**src/rtl/ctrl_pipe_if.sv**
```systemverilog
// ctrl_pipe_if: decode-side control word in, per-stage
// pipeline controls and debug counters out.
interface ctrl_pipe_if #(
  parameter int CNT_W = 32
);
  logic [5:0]       OpCodeD;
  logic             ValidD;
  logic [1:0]       ALUOpD;
  logic             RegWriteD;
  logic             MemtoRegD;
  logic             MemWriteD;
  logic             ALUSrcD;
  logic             RegDstD;
  logic             BranchD;
  logic             JumpD;
  logic             FlushE;
  logic [1:0]       ALUOpE;
  logic             ALUSrcE;
  logic             RegDstE;
  logic             RegWriteE;
  logic             MemtoRegE;
  logic             MemWriteE;
  logic             RegWriteM;
  logic             MemtoRegM;
  logic             MemWriteM;
  logic             RegWriteW;
  logic             MemtoRegW;
  logic             ValidE;
  logic             ValidM;
  logic             ValidW;
  logic             IllegalE;
  logic [CNT_W-1:0] RetiredCount;
  logic [CNT_W-1:0] IllegalCount;

  modport master (
    output OpCodeD, ValidD, ALUOpD, RegWriteD,
           MemtoRegD, MemWriteD, ALUSrcD, RegDstD,
           BranchD, JumpD, FlushE,
    input  ALUOpE, ALUSrcE, RegDstE, RegWriteE,
           MemtoRegE, MemWriteE, RegWriteM,
           MemtoRegM, MemWriteM, RegWriteW,
           MemtoRegW, ValidE, ValidM, ValidW,
           IllegalE, RetiredCount, IllegalCount
  );

  modport slave (
    input  OpCodeD, ValidD, ALUOpD, RegWriteD,
           MemtoRegD, MemWriteD, ALUSrcD, RegDstD,
           BranchD, JumpD, FlushE,
    output ALUOpE, ALUSrcE, RegDstE, RegWriteE,
           MemtoRegE, MemWriteE, RegWriteM,
           MemtoRegM, MemWriteM, RegWriteW,
           MemtoRegW, ValidE, ValidM, ValidW,
           IllegalE, RetiredCount, IllegalCount
  );
endinterface

```
**src/rtl/ctrl_pipe.sv**
```systemverilog
// ctrl_pipe: carries decode control bits through E/M/W
// with flush/bubble handling and saturating debug counters.
module ctrl_pipe #(
  parameter int CNT_W = 32
) (
  input logic      CLK,
  input logic      RST,
  ctrl_pipe_if.slave bus
);

  logic       legalOp;
  logic       legalD;
  logic       illD;
  logic       takeD;
  logic       markIll;
  logic [1:0] aluOpN;
  logic       aluSrcN;
  logic       regDstN;
  logic       regWriteN;
  logic       memtoRegN;
  logic       memWriteN;
  logic       validN;
  logic       illegalN;

  logic [1:0] aluOpE;
  logic       aluSrcE;
  logic       regDstE;
  logic       regWriteE;
  logic       memtoRegE;
  logic       memWriteE;
  logic       validE;
  logic       illegalE;
  logic       regWriteM;
  logic       memtoRegM;
  logic       memWriteM;
  logic       validM;
  logic       regWriteW;
  logic       memtoRegW;
  logic       validW;
  logic [CNT_W-1:0] retCnt;
  logic [CNT_W-1:0] illCnt;

  // Branch/jump are resolved in decode and never travel down.
  logic unusedDBits;
  assign unusedDBits = bus.BranchD ^ bus.JumpD;

  // Opcode legality against the supported instruction set.
  always_comb begin
    legalOp = 1'b0;
    case (bus.OpCodeD)
      6'b100011, 6'b101011, 6'b000000,
      6'b000100, 6'b001000, 6'b000010: legalOp = 1'b1;
      default:                         legalOp = 1'b0;
    endcase
  end

  assign legalD  = bus.ValidD & legalOp;
  assign illD    = bus.ValidD & ~legalOp;
  assign takeD   = ~bus.FlushE & legalD;
  assign markIll = ~bus.FlushE & illD;

  // Next E-stage word: real instruction, flagged bubble, or bubble.
  always_comb begin
    aluOpN    = 2'b00;
    aluSrcN   = 1'b0;
    regDstN   = 1'b0;
    regWriteN = 1'b0;
    memtoRegN = 1'b0;
    memWriteN = 1'b0;
    validN    = 1'b0;
    illegalN  = 1'b0;
    unique case (1'b1)
      takeD: begin
        aluOpN    = bus.ALUOpD;
        aluSrcN   = bus.ALUSrcD;
        regDstN   = bus.RegDstD;
        regWriteN = bus.RegWriteD;
        memtoRegN = bus.MemtoRegD;
        memWriteN = bus.MemWriteD;
        validN    = 1'b1;
      end
      markIll: illegalN = 1'b1;
      default: ;
    endcase
  end

  // Stage registers; M and W advance every cycle.
  always_ff @(posedge CLK) begin
    if (!RST) begin
      aluOpE    <= 2'b00;
      aluSrcE   <= 1'b0;
      regDstE   <= 1'b0;
      regWriteE <= 1'b0;
      memtoRegE <= 1'b0;
      memWriteE <= 1'b0;
      validE    <= 1'b0;
      illegalE  <= 1'b0;
      regWriteM <= 1'b0;
      memtoRegM <= 1'b0;
      memWriteM <= 1'b0;
      validM    <= 1'b0;
      regWriteW <= 1'b0;
      memtoRegW <= 1'b0;
      validW    <= 1'b0;
    end else begin
      aluOpE    <= aluOpN;
      aluSrcE   <= aluSrcN;
      regDstE   <= regDstN;
      regWriteE <= regWriteN;
      memtoRegE <= memtoRegN;
      memWriteE <= memWriteN;
      validE    <= validN;
      illegalE  <= illegalN;
      regWriteM <= regWriteE;
      memtoRegM <= memtoRegE;
      memWriteM <= memWriteE;
      validM    <= validE;
      regWriteW <= regWriteM;
      memtoRegW <= memtoRegM;
      validW    <= validM;
    end
  end

  // Saturating retired/illegal counters, independent of each other.
  always_ff @(posedge CLK) begin
    if (!RST) begin
      retCnt <= '0;
      illCnt <= '0;
    end else begin
      if (validW && retCnt != '1)
        retCnt <= retCnt + CNT_W'(1);
      if (markIll && illCnt != '1)
        illCnt <= illCnt + CNT_W'(1);
    end
  end

  assign bus.ALUOpE       = aluOpE;
  assign bus.ALUSrcE      = aluSrcE;
  assign bus.RegDstE      = regDstE;
  assign bus.RegWriteE    = regWriteE;
  assign bus.MemtoRegE    = memtoRegE;
  assign bus.MemWriteE    = memWriteE;
  assign bus.ValidE       = validE;
  assign bus.IllegalE     = illegalE;
  assign bus.RegWriteM    = regWriteM;
  assign bus.MemtoRegM    = memtoRegM;
  assign bus.MemWriteM    = memWriteM;
  assign bus.ValidM       = validM;
  assign bus.RegWriteW    = regWriteW;
  assign bus.MemtoRegW    = memtoRegW;
  assign bus.ValidW       = validW;
  assign bus.RetiredCount = retCnt;
  assign bus.IllegalCount = illCnt;

endmodule

```
**src/flat_wrapper.sv**
```systemverilog
// flat-port wrapper written by rule: the top's interface ports become plain ports
module ctrl_pipe_flat 
#(
  parameter int CNT_W = 32
)
  (CLK, RST, bus_OpCodeD, bus_ValidD, bus_ALUOpD, bus_RegWriteD, bus_MemtoRegD, bus_MemWriteD, bus_ALUSrcD, bus_RegDstD, bus_BranchD, bus_JumpD, bus_FlushE, bus_ALUOpE, bus_ALUSrcE, bus_RegDstE, bus_RegWriteE, bus_MemtoRegE, bus_MemWriteE, bus_RegWriteM, bus_MemtoRegM, bus_MemWriteM, bus_RegWriteW, bus_MemtoRegW, bus_ValidE, bus_ValidM, bus_ValidW, bus_IllegalE, bus_RetiredCount, bus_IllegalCount);
  ctrl_pipe_if #(.CNT_W(CNT_W)) bus_i ();
  input logic CLK;
  input logic RST;
  input wire logic [$bits(bus_i.OpCodeD)-1:0] bus_OpCodeD;
  input wire logic [$bits(bus_i.ValidD)-1:0] bus_ValidD;
  input wire logic [$bits(bus_i.ALUOpD)-1:0] bus_ALUOpD;
  input wire logic [$bits(bus_i.RegWriteD)-1:0] bus_RegWriteD;
  input wire logic [$bits(bus_i.MemtoRegD)-1:0] bus_MemtoRegD;
  input wire logic [$bits(bus_i.MemWriteD)-1:0] bus_MemWriteD;
  input wire logic [$bits(bus_i.ALUSrcD)-1:0] bus_ALUSrcD;
  input wire logic [$bits(bus_i.RegDstD)-1:0] bus_RegDstD;
  input wire logic [$bits(bus_i.BranchD)-1:0] bus_BranchD;
  input wire logic [$bits(bus_i.JumpD)-1:0] bus_JumpD;
  input wire logic [$bits(bus_i.FlushE)-1:0] bus_FlushE;
  output wire logic [$bits(bus_i.ALUOpE)-1:0] bus_ALUOpE;
  output wire logic [$bits(bus_i.ALUSrcE)-1:0] bus_ALUSrcE;
  output wire logic [$bits(bus_i.RegDstE)-1:0] bus_RegDstE;
  output wire logic [$bits(bus_i.RegWriteE)-1:0] bus_RegWriteE;
  output wire logic [$bits(bus_i.MemtoRegE)-1:0] bus_MemtoRegE;
  output wire logic [$bits(bus_i.MemWriteE)-1:0] bus_MemWriteE;
  output wire logic [$bits(bus_i.RegWriteM)-1:0] bus_RegWriteM;
  output wire logic [$bits(bus_i.MemtoRegM)-1:0] bus_MemtoRegM;
  output wire logic [$bits(bus_i.MemWriteM)-1:0] bus_MemWriteM;
  output wire logic [$bits(bus_i.RegWriteW)-1:0] bus_RegWriteW;
  output wire logic [$bits(bus_i.MemtoRegW)-1:0] bus_MemtoRegW;
  output wire logic [$bits(bus_i.ValidE)-1:0] bus_ValidE;
  output wire logic [$bits(bus_i.ValidM)-1:0] bus_ValidM;
  output wire logic [$bits(bus_i.ValidW)-1:0] bus_ValidW;
  output wire logic [$bits(bus_i.IllegalE)-1:0] bus_IllegalE;
  output wire logic [$bits(bus_i.RetiredCount)-1:0] bus_RetiredCount;
  output wire logic [$bits(bus_i.IllegalCount)-1:0] bus_IllegalCount;
  assign bus_i.OpCodeD = bus_OpCodeD;
  assign bus_i.ValidD = bus_ValidD;
  assign bus_i.ALUOpD = bus_ALUOpD;
  assign bus_i.RegWriteD = bus_RegWriteD;
  assign bus_i.MemtoRegD = bus_MemtoRegD;
  assign bus_i.MemWriteD = bus_MemWriteD;
  assign bus_i.ALUSrcD = bus_ALUSrcD;
  assign bus_i.RegDstD = bus_RegDstD;
  assign bus_i.BranchD = bus_BranchD;
  assign bus_i.JumpD = bus_JumpD;
  assign bus_i.FlushE = bus_FlushE;
  assign bus_ALUOpE = bus_i.ALUOpE;
  assign bus_ALUSrcE = bus_i.ALUSrcE;
  assign bus_RegDstE = bus_i.RegDstE;
  assign bus_RegWriteE = bus_i.RegWriteE;
  assign bus_MemtoRegE = bus_i.MemtoRegE;
  assign bus_MemWriteE = bus_i.MemWriteE;
  assign bus_RegWriteM = bus_i.RegWriteM;
  assign bus_MemtoRegM = bus_i.MemtoRegM;
  assign bus_MemWriteM = bus_i.MemWriteM;
  assign bus_RegWriteW = bus_i.RegWriteW;
  assign bus_MemtoRegW = bus_i.MemtoRegW;
  assign bus_ValidE = bus_i.ValidE;
  assign bus_ValidM = bus_i.ValidM;
  assign bus_ValidW = bus_i.ValidW;
  assign bus_IllegalE = bus_i.IllegalE;
  assign bus_RetiredCount = bus_i.RetiredCount;
  assign bus_IllegalCount = bus_i.IllegalCount;
  ctrl_pipe #(.CNT_W(CNT_W)) u_core (.CLK(CLK), .RST(RST), .bus(bus_i));
endmodule
```
**config.mk**
```make
export PLATFORM = sky130hd
export DESIGN_NAME = ctrl_pipe_flat
export DESIGN_NICKNAME = d
export VERILOG_FILES = /design/src/rtl/ctrl_pipe_if.sv /design/src/rtl/ctrl_pipe.sv /design/src/flat_wrapper.sv
export SDC_FILE = /design/constraint.sdc
export NUM_CORES = 1
export LEC_CHECK = 0
export ABC_AREA = 1
export BUFFER_PORTS_ARGS = -buffer_cell sky130_fd_sc_hd__clkbuf_2
export CORE_MARGIN = 5
export CORE_UTILIZATION = 50
export CTS_CLUSTER_SIZE = 20
export DETAILED_ROUTE_END_ITERATION = 7
export GPL_TIMING_DRIVEN = 0
export MAX_ROUTING_LAYER = met4
export PLACE_DENSITY = 0.74
export SYNTH_ARGS = -nofsm -noshare
export SYNTH_HDL_FRONTEND = slang
export SYNTH_SLANG_ARGS = --single-unit
```
**constraint.sdc**
```tcl
create_clock -name CLK -period 2.8 [get_ports CLK]
set_input_delay 0.42 -clock CLK [delete_from_list [all_inputs] [get_ports CLK]]
set_output_delay 0.42 -clock CLK [all_outputs]
set_load 0.02 [all_outputs]
```
==> Word level (Yosys, flattened, before mapping) <==
Cells that the tools add are included.
{ "word_totals": {"inputBits": 19, "latch_bits": 0, "rom_bits": 0, "register_bits": 80, "memories": 0, "mem_bits_rw": 0, "output_inout_bits": 80, "wordCells": 40} }
{ "op_classes": {"muxes": 3, "n_addsub": 2, "eq_ne": 7, "n_div": 0, "shift": 0, "n_reduce_logical": 5, "n_lt_le_gt_ge": 0, "n_mul": 0, "bitwise_logic": 6} }
{ "op_table": {"columns": ["op", "count"], "rows": [
  ["$add 32x1->32 const B", 2],
  ["$ne 32x32->1 const B", 2],
  ["$eq 6x6->1 const B", 2],
  ["$eq 6x2->1 const B", 1],
  ["$eq 6x3->1 const B", 1],
  ["$eq 6x4->1 const B", 1],
  ["$logic_not 6->1", 1],
  ["$reduce_or 6->1", 1],
  ["$and 1x1->1", 4],
  ["$mux 1", 3],
  ["$logic_and 1x1->1", 2],
  ["$not 1->1", 2],
  ["$reduce_and 2->1", 1]
]} }

==> Depth between registers and ports, before layout <==
Gate-level depths: netlist (run 1).
{ "logic_depth": {"word_depth": 7, "depth_mapped": 11, "depth_no_buf": 10} }

==> Least setup slack after synthesis (run 1) <==
Ideal clock, no wire load.
{ "synth_timing": {"path_type": "register to register", "start": "register u_core.retCnt[0] (netlist: u_core.bus.RetiredCount[0])", "end": "register u_core.retCnt[22] (netlist: u_core.bus.RetiredCount[22])", "setup_time_ns": 0.132, "path_stages_with_launch": 12, "path_buffers": 1, "slack_ns": 0.913, "t_required_ns": 2.668, "arrival_time_ns": 1.755, "period_less_slack_ns": 1.887, "cell_sequence": "dfxtp_1 -> ha_1 -> inv_1 -> nor2_4 -> nand2_2 -> nor2_4 -> nand2_4 -> nand2_8 -> inv_4 -> buf_2 -> nand2_1 -> a21oi_1"} }
{ "synth_between": {"elab_chain_cells": 2, "elab_cells_between_ends": 3, "classes_between": "1 x add/sub; 1 x eq/ne; 1 x reduce/logical"} }
{ "synth_rtl": {"columns": ["item", "line_no", "rtl"], "rows": [
  ["start: declaration", "ctrl_pipe.sv:40", "logic [CNT_W-1:0] retCnt;"],
  ["start signal: assignment", "ctrl_pipe.sv:131", "retCnt <= retCnt + CNT_W'(1);"],
  ["parallel branches: the longest is 2 deep, another holds $add 32x1->32", null, null]
]} }
Several ways; the timed one is not identified.
A chain may end at the register's enable or synchronous reset.

==> Final worst setup path (run 1) <==
{ "layout_timing": {"start": "register u_core.retCnt[0] (netlist: u_core.bus.RetiredCount[0])", "end": "register u_core.retCnt[25] (netlist: u_core.bus.RetiredCount[25])"} }
Same word-level chain as after synthesis.

==> out/metrics.yaml, run 1 <==
min_path_type: "in2reg"
path_class: "reg2reg"
post-dp-hpwl_mm: 10.6
syn_nets: 812
ys_warn_count: 0
clk_pin_slew_ps: 90
via_per_inst: 4.95
diodes: 0
rsz0062_at_grt: "no"
core_area_mm2: 0.00928
cp-end-kind: "flop"
grt_max_degree: 17
required_ps: 3020
path_buf_inv: 3
gp_congestion: 0.973
clockPowerShare_pct: 42.5
p_seq_share_pct: 53.1
synth-edff-count: 0
drtIter0Drc: 304
switching_share_pct: 25.9
hold_buffers: 0
power.total_mw: 2.16
drt_pass1_iterations: 5
syn2layout_area_growth_pct: 17.7
fin_ws_ps: 660
timing.fmax_mhz: 467
netlist_instances: 791
fp-row-count: 35
p_switching_mw: 0.558
ctsHtreeMaxLevel: 3
cts_tree: "built"
cp_cell_sequence: "ha_1 > inv_1 > nor2_4 > nand2_2 > nor2_4 > nand2_4 > nand2_8 > inv_4 > buf_2 > nand2_1 > a21oi_1"
synth_flop_cell: "dfxtp_1"
cp_top_family: "simple AND/OR/NAND/NOR gates"
pre_cts_ws_ps: 689
cpPeakStageDelay_ps: 450
fin_hold_ws_ps: 246
vdd_drop_max_mv: 0.295
final-setup-viol-count: 0
cts_resized: 0
min_period_ps: 2140
pin_count: 99
power_leakage_nw: 2.35
die_h_um: 108
start_util_pct: 51.6
nNetsFinal: 919
worstPathMaxFanout: 10
setup_tns_ps: 0
drv_cap: 0
synth_area_mm2: 0.00479
ys_types: 27
status: "finished clean"
postSynthAreaPerCell_um2: 6.05
fin_crit_sh_pct: 76.4
io_buffer_count: 96
ant_nets: 0
async_reset_ff_share_pct: 0
insertion_delay_ps: 360
grt_pass1_vias: 4577
synth.ff_latch_count: 80
post_route_cells_drive_above_1_share_pct: 17.2
power_frac_comb_pct: 4.4
crit_top_cell: "nor2_4"
routed_wl_mm: 13.2
die_area_mm2: 0.0116
cts-root-buf: "clkbuf_8"
clock_sinks: 80
cts_setup_buffers: 0
hold_viol: 0
yosysSeqAreaShare_pct: 33.4
die_x_um: 108
yosysTopAreaCellShare_pct: 33.4
critPathArrivalTime_ps: 2360
synth.area.top_cells: "dfxtp_1, nand2_1, nor2_1"
relSlewSlack_pct: 56.3
drc: 0
wire_per_inst_um: 12.8
cpMaxStageDelayCell: "dfxtp_1"
yosys.area.top_type: "dfxtp_1"
gr-total-overflow: 0
ctsLongestPathBuffers: 2
powerDensity_mw_per_mm2: 383
tightestPinTransition_ps: 655
cts_buffers: 9
drv_slew: 0
grt_util_all_layers_pct: 23.6
antenna_found_initial: 0
grt_pass1_wl_mm: 21.4
finalClockSkew_ps: 15.6
p_int_mw: 1.60
cp-start-kind: "flop"
vias: 5108
path summary, 6_finish.rpt:
kind	startpoint	end	slack, ps	depth (start not counted)
setup / recovery	u_core.bus.RetiredCount[0]	u_core.bus.RetiredCount[25]	660	11
hold / removal	bus_ALUOpD[1]	u_core.bus.ALUOpE[1]	250	3
setup reg to reg	u_core.bus.RetiredCount[0]	u_core.bus.RetiredCount[25]	660	11
hold reg to reg	u_core.bus.ValidE	u_core.bus.ValidM	430	2
through the flow:
step	instance area, µm²	utilization [%]	std cells
final	5640	60.7	1032
after global routing	5640	60.7	1032
after CTS	5640	60.7	1032
after detailed placement	5430	58.5	1016
after global placement	5430	58.5	1016
after floorplan	4790	-	791
cells in the mapped netlist (2+ instances only):
cell / number
nor2_4: 5
dfxtp_1: 80
nand2_4: 4
xnor2_1: 10
nor2_1: 126
nand2_1: 313
buf_6: 3
a21oi_1: 44
nand3_1: 55
inv_1: 79
buf_2: 3
xor2_1: 15
nand4_1: 7
o21ai_0: 4
clkbuf_1: 9
ha_1: 2
a21oi_2: 11
nand2_2: 8
nor2_2: 5
cells in the final DEF (no fill, tap or decap):
| cell type | instances |
|---|---|
| nand2_1 | 313 |
| nor2_1 | 126 |
| clkbuf_2 | 96 |
| dfxtp_1 | 80 |
| inv_1 | 79 |
| nand3_1 | 55 |
| a21oi_1 | 44 |
| xor2_1 | 15 |
| a21oi_2 | 11 |
| xnor2_1 | 10 |
| clkbuf_1 | 9 |
| clkbuf_8 | 9 |
| nand2_2 | 8 |
| nand4_1 | 7 |
| nor2_2 | 5 |
| nor2_4 | 5 |
| nand2_4 | 4 |
| o21ai_0 | 4 |
| buf_2 | 3 |
| buf_6 | 3 |
| inv_6 | 3 |
| ha_1 | 2 |
| nand2_8 | 1 |
| inv_4 | 1 |
| o21bai_1 | 1 |
| nor3_1 | 1 |
| buf_4 | 1 |
| buf_12 | 1 |
| buf_1 | 1 |
| nand3b_1 | 1 |
| inv_8 | 1 |
| bufinv_16 | 1 |
| clkinvlp_4 | 1 |
| clkinv_4 | 1 |
area by class of cell:
class                   count  area (µm²)
plain buffers              18         114
clock buffers               9         124
clock inverters             7        83.8
fillers                   917        3650
inverters                  80         303
multi-input cells         613        2770
flip-flops and latches     80        1600
well taps                 129         161
repair buffers             96         480
layer usage:
metal / wire (µm) / global-route usage (%) / part of all wire [%]
met5: 0 / - / 0
met4: 198 / 6.85 / 1.5
met3: 829 / 3.06 / 6.3
met2: 6460 / 40.5 / 49
met1: 5730 / 29.0 / 43
power by group through the flow:
stage | Combinational [mW] | Sequential [mW] | Clock, mW
after floorplan | 0.0529 | 1.18 | 0
after global placement | 0.0928 | 1.17 | 0
after detailed placement | 0.0958 | 1.17 | 0
after CTS | 0.0961 | 1.15 | 0.937
after global routing | 0.105 | 1.15 | 0.991
final | 0.0955 | 1.15 | 0.918
tightest hold or removal path, delay by kind of cell:
kind                   cells  cell delay [ps]
buffers and inverters      2              120
and+or+nand+nor            1               30
logic make-up (layout without fill, tap and decap cells):
group | after synthesis | after routing | share of synthesized area, %
AND/OR/NAND/NOR | 526 | 526 | 45.6
buffers and inverters | 98 | 210 | 8.70
flip-flops | 80 | 80 | 33.4
AO/OA/AOI/OAI | 60 | 60 | 7.19
XOR/XNOR | 25 | 25 | 4.57
adder cells (fa/ha/maj) | 2 | 2 | 0.523
(Power assumes the default switching activity.)
==> run 2, diff against run 1 <==
==> constraint.sdc (replaced) <==
create_clock -name CLK -period 2.2 [get_ports CLK]
set_input_delay 0.33 -clock CLK [delete_from_list [all_inputs] [get_ports CLK]]
set_output_delay 0.33 -clock CLK [all_outputs]
set_load 0.02 [all_outputs]
==> out/metrics.yaml, run 2 (same netlist as run 1, synthesis figures left out) <==
fin_crit_sh_pct: 92.2  # +16 points
power_frac_comb_pct: 4.5  # about the same
diodes: 0  # unchanged
grt_pass1_vias: 4577  # unchanged
worstPathMaxFanout: 10  # unchanged
start_util_pct: 51.6  # unchanged
whs_path_depth: 3  # unchanged
required_ps: 2420  # -600 ps
die_h_um: 108  # unchanged
whs_endpoint: "u_core.bus.ALUOpE[1]"
drt_pass1_iterations: 5  # unchanged
cp-start-kind: "flop"
syn2layout_area_growth_pct: 18.0
r2r_start: "u_core.bus.RetiredCount[0]"
pin_count: 99  # unchanged
timing.fmax_mhz: 493  # +5.5%
rsz0062_at_grt: "no"
ant_nets: 0  # unchanged
die_area_mm2: 0.0116  # unchanged
die_x_um: 108  # unchanged
cts_tree: "built"
routed_wl_mm: 13.3  # +0.89%
ctsLongestPathBuffers: 2  # unchanged
hp-start: "bus_ALUOpD[1]"
via_per_inst: 4.98  # +0.57%
final-setup-viol-count: 0  # unchanged
finalClockSkew_ps: 14.7  # -0.862 ps
min_path_type: "in2reg"
clk_pin_slew_ps: 90  # about the same
post-dp-hpwl_mm: 10.6  # unchanged
tightestPinTransition_ps: 650  # -5.49 ps
wire_per_inst_um: 12.9  # +0.89%
p_int_mw: 2.04  # +27%
critPathArrivalTime_ps: 2250  # -110 ps
antenna_found_initial: 0  # unchanged
rr_endpoint: "u_core.bus.RetiredCount[25]"
setup_tns_ps: 0  # unchanged
p_switching_mw: 0.711  # +27%
min_period_ps: 2030  # -112 ps
insertion_delay_ps: 360  # about the same
switching_share_pct: 25.9  # about the same
fin_ws_ps: 172  # -488 ps
mostFrequentLayoutCells: "nand2_1, nor2_1, clkbuf_2"
drv_slew: 0  # unchanged
relSlewSlack_pct: 56.7  # +0.37 points
io_buffer_count: 96  # unchanged
powerDensity_mw_per_mm2: 486  # +27%
power_leakage_nw: 2.35  # about the same
vdd_drop_max_mv: 0.376  # +27%
drc: 0  # unchanged
grt_pass1_wl_mm: 21.4  # unchanged
vias: 5137  # +0.57%
clockPowerShare_pct: 42.5  # about the same
post_route_cells_drive_above_1_share_pct: 17.7  # +0.55 points
grt_max_degree: 17  # unchanged
hold_buffers: 0  # unchanged
r2r_cells: 11  # unchanged
drtIter0Drc: 337  # +11%
fin_hold_ws_ps: 157  # -89.2 ps
fp-row-count: 35  # unchanged
ctsHtreeMaxLevel: 3  # unchanged
gp_congestion: 0.973  # unchanged
pre_cts_ws_ps: 89.3  # -600 ps
cts_buffers: 9  # unchanged
grt_util_all_layers_pct: 23.6  # unchanged
status: "finished clean"
mostFrequentLayoutCell: "nand2_1"
cp-end-kind: "flop"
design_area_mm2: 0.00565  # +0.24%
path_class: "reg2reg"
nNetsFinal: 919  # unchanged
drv_cap: 0  # unchanged
post_dp_cell_area_mm2: 0.00543  # unchanged
clock_sinks: 80  # unchanged
core_area_mm2: 0.00928  # unchanged
cts-root-buf: "clkbuf_8"
p_seq_share_pct: 53.1  # about the same
rrSetupSlack_ps: 170  # -490 ps
hold_viol: 0  # unchanged
gr-total-overflow: 0  # unchanged
==> run 2: cell types whose count changed in the layout (fill, tap and decap cells not counted) <==
cell     change
dfxtp_1      -3
dfxtp_2      +3
ha_1         -1
ha_2         +1
nor2_1       -1
nor2_4       +1
==> run 2: worst max-delay path by stage <==
stage	start	end	slack, ps	depth (start not counted)
after floorplan	u_core.bus.RetiredCount[0]	u_core.bus.RetiredCount[22]	310	11
after global placement	u_core.bus.IllegalCount[0]	u_core.bus.IllegalCount[25]	110	9
after global routing	u_core.bus.IllegalCount[1]	u_core.bus.IllegalCount[30]	10	9
final	u_core.bus.RetiredCount[0]	u_core.bus.RetiredCount[25]	170	11
after detailed placement	u_core.bus.RetiredCount[0]	u_core.bus.RetiredCount[25]	90	11
after CTS	u_core.bus.RetiredCount[0]	u_core.bus.RetiredCount[25]	70	11
==> run 2: cell type report <==
cell class | count | area [µm²]
fillers | 918 | 3630
multi-input cells | 613 | 2780
flip-flops and latches | 80 | 1610
repair buffers | 96 | 480
inverters | 80 | 303
well taps | 129 | 161
clock buffers | 9 | 124
plain buffers | 18 | 114
clock inverters | 7 | 83.8
==> run 2: worst max-delay path, cell delays in order (launching register included) <==
cell and delay [ps]:
dfxtp_2 400, ha_2 230, inv_1 90, nor2_4 210, nand2_2 130, nor2_4 190, nand2_4 110, nand2_8 130
inv_4 70, buf_2 200, nand2_1 90, a21oi_1 60
==> run 2: power by group through the flow <==
| stage | registers, mW | logic (mW) | clock network [mW] |
|---|---|---|---|
| final | 1.46 | 0.123 | 1.17 |
| after floorplan | 1.50 | 0.0673 | 0 |
| after global routing | 1.46 | 0.135 | 1.26 |
| after global placement | 1.49 | 0.118 | 0 |
| after CTS | 1.46 | 0.122 | 1.19 |
| after detailed placement | 1.49 | 0.122 | 0 |
==> run 2: metrics by stage <==
step                utilization, %  power [mW]  std cells
global placement              58.5        1.61       1016
detailed placement            58.5        1.61       1016
floorplan                        -        1.56        791
finish                        60.9        2.75       1032
CTS                           60.7        2.77       1032
global route                  60.9        2.86       1032
==> run 2: repair_timing <==
item / CTS / global route
resized for setup: 0 / 6
buffers inserted: 0 / 0
endpoints found under the setup margin: 0 / 40
==> run 2: metal layers <==
layer,part of all wire [%],global-route usage [%]
met5,0,-
met4,1.5,6.85
met3,6.0,3.06
met2,49,40.5
met1,44,29.0
